## src/rtl/fsqrt_issue_ctrl.sv

```systemverilog
// Issue/writeback sequencer for the FSQRT.D / FSQRT.S sqrt_fp units.
// Accepts one request from dispatch, unpacks NaN-boxed singles, drives the
// selected sqrt unit, NaN-boxes single results and returns them to writeback
// together with per-op flags and a sticky fflags accumulator.
//
// Handshake rule (both ports): a transfer happens on the rising edge where
// valid and ready are both 1. The source holds valid and its payload
// unchanged until that edge. req_ready depends only on state, and rsp_valid
// and rsp_* come straight from flops, so neither port has a combinational
// path from its input to its output.
module fsqrt_issue_ctrl #(
    parameter int          TagWidth   = 5,
    parameter logic [31:0] CanonNaN32 = 32'h7FC00000
) (
    input  logic                clk,
    input  logic                reset,
    input  logic                req_valid,
    output logic                req_ready,
    input  logic [63:0]         req_operand,
    input  logic                req_is_single,
    input  logic [TagWidth-1:0] req_rd,
    output logic [63:0]         sqrt_operand,
    output logic                sqrt64_start,
    output logic                sqrt32_start,
    input  logic                sqrt64_done,
    input  logic                sqrt64_inexact,
    input  logic                sqrt64_invalid,
    input  logic [63:0]         sqrt64_result,
    input  logic                sqrt32_done,
    input  logic                sqrt32_inexact,
    input  logic                sqrt32_invalid,
    input  logic [31:0]         sqrt32_result,
    output logic                rsp_valid,
    input  logic                rsp_ready,
    output logic [63:0]         rsp_data,
    output logic [TagWidth-1:0] rsp_rd,
    output logic [4:0]          rsp_flags,
    output logic [4:0]          fflags_acc,
    input  logic                fflags_clr,
    output logic [1:0]          dbg_state
);

    typedef enum logic [1:0] {
        S_IDLE = 2'd0,
        S_BUSY = 2'd1,
        S_RESP = 2'd2
    } state_t;

    localparam logic [31:0] BoxOnes = 32'hFFFFFFFF;

    state_t                state_q, state_d;
    logic [63:0]           operand_q, operand_d;
    logic                  single_q, single_d;
    logic [TagWidth-1:0]   rd_q, rd_d;
    logic [63:0]           data_q, data_d;
    logic [4:0]            flags_q, flags_d;
    logic [4:0]            acc_q, acc_d;
    logic                  sel_done;
    logic                  rsp_fire;

    // Starts are decoded from state so an async reset drops them at once.
    assign req_ready    = (state_q == S_IDLE);
    assign rsp_valid    = (state_q == S_RESP);
    assign sqrt64_start = (state_q == S_BUSY) && !single_q;
    assign sqrt32_start = (state_q == S_BUSY) && single_q;
    assign sqrt_operand = operand_q;
    assign rsp_data     = data_q;
    assign rsp_rd       = rd_q;
    assign rsp_flags    = flags_q;
    assign fflags_acc   = acc_q;
    assign dbg_state    = state_q;

    assign sel_done = single_q ? sqrt32_done : sqrt64_done;
    assign rsp_fire = rsp_valid && rsp_ready;

    // Next-state, capture and flag-accumulation logic.
    always_comb begin
        state_d   = state_q;
        operand_d = operand_q;
        single_d  = single_q;
        rd_d      = rd_q;
        data_d    = data_q;
        flags_d   = flags_q;
        acc_d     = (fflags_clr ? 5'b00000 : acc_q) | (rsp_fire ? flags_q : 5'b00000);

        unique case (state_q)
            S_IDLE: begin
                if (req_valid) begin
                    single_d  = req_is_single;
                    rd_d      = req_rd;
                    // Singles only ever present their low word to the unit.
                    operand_d = req_is_single ? {32'h0, req_operand[31:0]} : req_operand;
                    if (req_is_single && (req_operand[63:32] != BoxOnes)) begin
                        // Improperly boxed single: answer with the canonical NaN.
                        data_d  = {BoxOnes, CanonNaN32};
                        flags_d = 5'b00000;
                        state_d = S_RESP;
                    end else begin
                        state_d = S_BUSY;
                    end
                end
            end
            S_BUSY: begin
                if (sel_done) begin
                    if (single_q) begin
                        data_d  = {BoxOnes, sqrt32_result};
                        flags_d = {sqrt32_invalid, 3'b000, sqrt32_inexact};
                    end else begin
                        data_d  = sqrt64_result;
                        flags_d = {sqrt64_invalid, 3'b000, sqrt64_inexact};
                    end
                    state_d = S_RESP;
                end
            end
            S_RESP: begin
                if (rsp_ready) begin
                    state_d = S_IDLE;
                end
            end
            default: state_d = S_IDLE;
        endcase
    end

    // State and datapath registers.
    always_ff @(posedge clk or negedge reset) begin
        if (!reset) begin
            state_q   <= S_IDLE;
            operand_q <= '0;
            single_q  <= 1'b0;
            rd_q      <= '0;
            data_q    <= '0;
            flags_q   <= '0;
            acc_q     <= '0;
        end else begin
            state_q   <= state_d;
            operand_q <= operand_d;
            single_q  <= single_d;
            rd_q      <= rd_d;
            data_q    <= data_d;
            flags_q   <= flags_d;
            acc_q     <= acc_d;
        end
    end

endmodule

```

## config.mk

```make
export PLATFORM = sky130hd
export DESIGN_NAME = fsqrt_issue_ctrl
export DESIGN_NICKNAME = d
export VERILOG_FILES = /design/src/rtl/fsqrt_issue_ctrl.sv
export SDC_FILE = /design/constraint.sdc
export NUM_CORES = 1
export LEC_CHECK = 0
export CORE_MARGIN = 10
export CORE_UTILIZATION = 41
export CTS_CLUSTER_SIZE = 25
export DETAILED_ROUTE_END_ITERATION = 12
export PLACE_DENSITY = 0.85
export SETUP_SLACK_MARGIN = 0.02
export SLEW_MARGIN = 20
export SYNTH_ARGS = -nofsm -noshare
export SYNTH_HDL_FRONTEND = slang
export SYNTH_SLANG_ARGS = --single-unit
```

## constraint.sdc

```tcl
create_clock -name clk -period 2.9 [get_ports clk]
set_input_delay 0.435 -clock clk [delete_from_list [all_inputs] [get_ports clk]]
set_output_delay 0.435 -clock clk [all_outputs]
set_load 0.05 [all_outputs]
```

==> flow_summary_export.csv <==
group,metric,value,unit
pwr,p_per_area,1260,nW/um2
clock_network,clkLatencyLatePin,410,ps
global_route,grt_pass1_vias,5196,
die,io-pin-count,326,
pwr,power,12.3,mW
critical_path,rr_startpoint,"single_q",
route,wire_per_inst,20.5,um
critical_path,rr_endpoint,"rsp_data[19]",
final_layout,diodes,0,
route,routed_wl,19800,um
logic_synthesis,yosysSeqAreaShare,0.614,
critical_path,cp.arrival,2100,ps
sta,relSlewSlack,0.489,
pwr,ir_worst_vdd,992,uV
critical_path,endpoint,"rsp_valid",
sta,post-route-min-period,2530,ps
place,numPortBuffers,319,
global_route,grt_use_total,0.199,
critical_path,cp-startpoint,"dbg_state[1]",
clock_network,cts_resized,0,
logic_synthesis,synth_top_family_by_area,"multiplexers",
pwr,leakage,4.07,nW
die,die_x,138,um
sta,rsz0062_at_grt,"false",
global_route,grt_pass1_wl,28900,um
clock_network,clk_path_buf_depth,2,
sta,max_freq,395,MHz
outcome,status,"complete, no violations",
clock_network,postCtsHoldBufs,0,
final_layout,final_nets,948,
clock_network,clkTransAtPathRegs,60,ps
sta,hold_viol_final,0,
min_path,hp-class,"primary input to asynchronous set/reset pin",
logic_synthesis,synth_adder_area_share,0,
global_route,gr-total-overflow,0,
place,dp_slack,251,ps
pwr,combPwrFrac,0.535,
global_route,grt_max_degree,85,
route,first_pass_iters,4,
clock_network,cts_buffers,17,
logic_synthesis,synth-xor-area-share,0,
route,vias,4868,
final_layout,area_growth,70.1,%
pwr,switching_share,0.450,
critical_path,required,2470,ps
route,antenna_left,0,
critical_path,r2r_slack,740,ps
global_route,antenna_found_initial,0,
clock_network,clock-sinks,140,
final_layout,num-fill-cells,960,
sta,final-setup-viol-count,0,
pwr,power_switching,5.51,mW
route,initialDrtViolationCount,172,
critical_path,ff2ff_path_depth,6,
logic_synthesis,synth_seq_cells,140,
sta,whs,63.9,ps
logic_synthesis,synthSimpleGateAreaFrac,0.0638,
route,route.detailed.drc,0,
die,core.rowCount,43,
pwr,p_clk_frac,0.202,
clock_network,root_buffer,"clkbuf_16",
critical_path,end_kind,"primary output",
logic_synthesis,synth.cell_area,5700,um2
clock_network,postCtsSetupBuffers,0,
die,die_area,19000,um2
pwr,intPower,6.74,mW
clock_network,cts_tree,"yes",
critical_path,start_kind,"register",
final_layout,drive_above_1_share,0.135,
place,place_congestion,0.909,
clock_network,htree_levels,4,
sta,worst_slew_pin_slew,766,ps
logic_synthesis,synthMuxAreaShare,0.140,
die,initial_core_util,0.414,
place,place_area,9020,um2
pwr,seqPwrFrac,0.262,
die,core_area,13800,um2
route,vias_per_cell,5.05,
logic_synthesis,ys_warn_count,0,
job,drv_cap,0,
place,dp_hpwl,15500,um
die,dieHeight,138,um
logic_synthesis,netlist_instances,457,
logic_synthesis,synth_compound_area_frac,0.136,
sta,final_max_slew_viol_count,0,
final_layout,design_area,9700,um2
sta,clock_skew,6.77,ps
sta,min_period_over_period,0.873,
sta,setup_ws,369,ps
critical_path,crit_type,"register to primary output",
critical_path,path_max_fanout,6,
logic_synthesis,avgSynthCellArea,12.5,um2
logic_synthesis,yosysUniqueCellTypes,31,
sta,totalNegativeSetupSlack,0,ps
stage by stage:
| stage | cells | utilization |
|---|---|---|
| 2_1_floorplan | 462 | - |
| 3_3_place_gp | 932 | 0.655 |
| 3_5_place_dp | 932 | 0.655 |
| 4_1_cts | 964 | 0.704 |
| 5_1_grt | 964 | 0.704 |
| 6_report | 964 | 0.704 |
layer usage:
layer	global-route usage	vias to the layer above	part of all wire
met5	0	-	0
met4	0.0678	0	0.019
met3	0.0866	27	0.11
met2	0.356	206	0.53
met1	0.204	2389	0.34
li1	-	2246	-
synthesized netlist by cell type (all sizes together):
library cell	instances	share of area
o21ai	35	0.031
and2b	1	0.0013
a211oi	1	0.0013
clkinv	3	0.0020
nand3	2	0.0018
nand2b	1	0.0011
nor2b	1	0.0011
dfrtp	140	0.61
nor4	2	0.0022
o22ai	10	0.011
nor2	2	0.0013
a22o	25	0.038
or2	1	0.0011
nand4	8	0.0088
mux2	62	0.12
inv	12	0.0079
clkbuf	18	0.012
a21o	2	0.0029
a21oi	1	0.00088
nand2	68	0.045
buf	18	0.024
a211o	1	0.0015
o22a	32	0.049
mux2i	10	0.018
conb	1	0.00066
cell families (layout without fill, tap and decap cells):
| logic type | after synthesis | count (layout) |
|---|---|---|
| muxes | 72 | 72 |
| AOI/OAI and AO/OA | 107 | 107 |
| DFF | 140 | 140 |
| other | 1 | 6 |
| and+or+nand+nor | 86 | 86 |
| buffers and inverters | 51 | 373 |
cells in the final DEF, fill, tap and decap left out, types with 7 or more instances in the layout:
master           count
a22o_1              25
buf_4                7
clkbuf_16           17
clkdlybuf4s50_1    316
dfrtp_1            140
inv_1               12
mux2_2              62
mux2i_1             10
nand2_1             66
nand4_1              8
o21ai_0             35
o22a_1              32
o22ai_1             10
how the worst min path moves through the flow:
stage | start | endpoint | slack, ps
final | reset | sqrt_operand[14] | 60
after CTS | reset | dbg_state[0] | 100
after detailed placement | sqrt_operand[59] | sqrt_operand[59] | 470
after global routing | reset | rsp_data[55] | 130
after floorplan | reset | dbg_state[0] | 140
after global placement | sqrt_operand[40] | sqrt_operand[40] | 460
power by group through the flow:
stage	Sequential (mW)	Combinational, mW	Clock, mW
2_1_floorplan	6.02	1.38	0
3_3_place_gp	3.19	6.50	0
3_5_place_dp	3.24	6.60	0
4_1_cts	3.22	6.63	2.52
5_1_grt	3.32	6.84	2.62
6_report	3.21	6.56	2.48
layout make-up:
class | instances | area, um2 | share of cell area
inverter | 15 | 56.3 | 0.00580
tap | 180 | 225 | 0.0232
multi-input combinational | 271 | 1970 | 0.203
clock inverter | 10 | 209 | 0.0215
sequential | 140 | 3500 | 0.361
timing repair buffer | 326 | 3270 | 0.337
clock buffer | 22 | 474 | 0.0489
worst max-delay path: stages (launching register included):
cell and delay (ps):
dfrtp_1 450, nor2b_1 330, clkdlybuf4s50_1 910
registers in the layout, summed over array words and instances (netlist names):
register	flops
rsp_flags	2
single_q	1
dbg_state	2
fflags_acc	2
rsp_data	64
sqrt_operand	64
rsp_rd	5
Note: power is estimated with default switching activity, not from simulation.
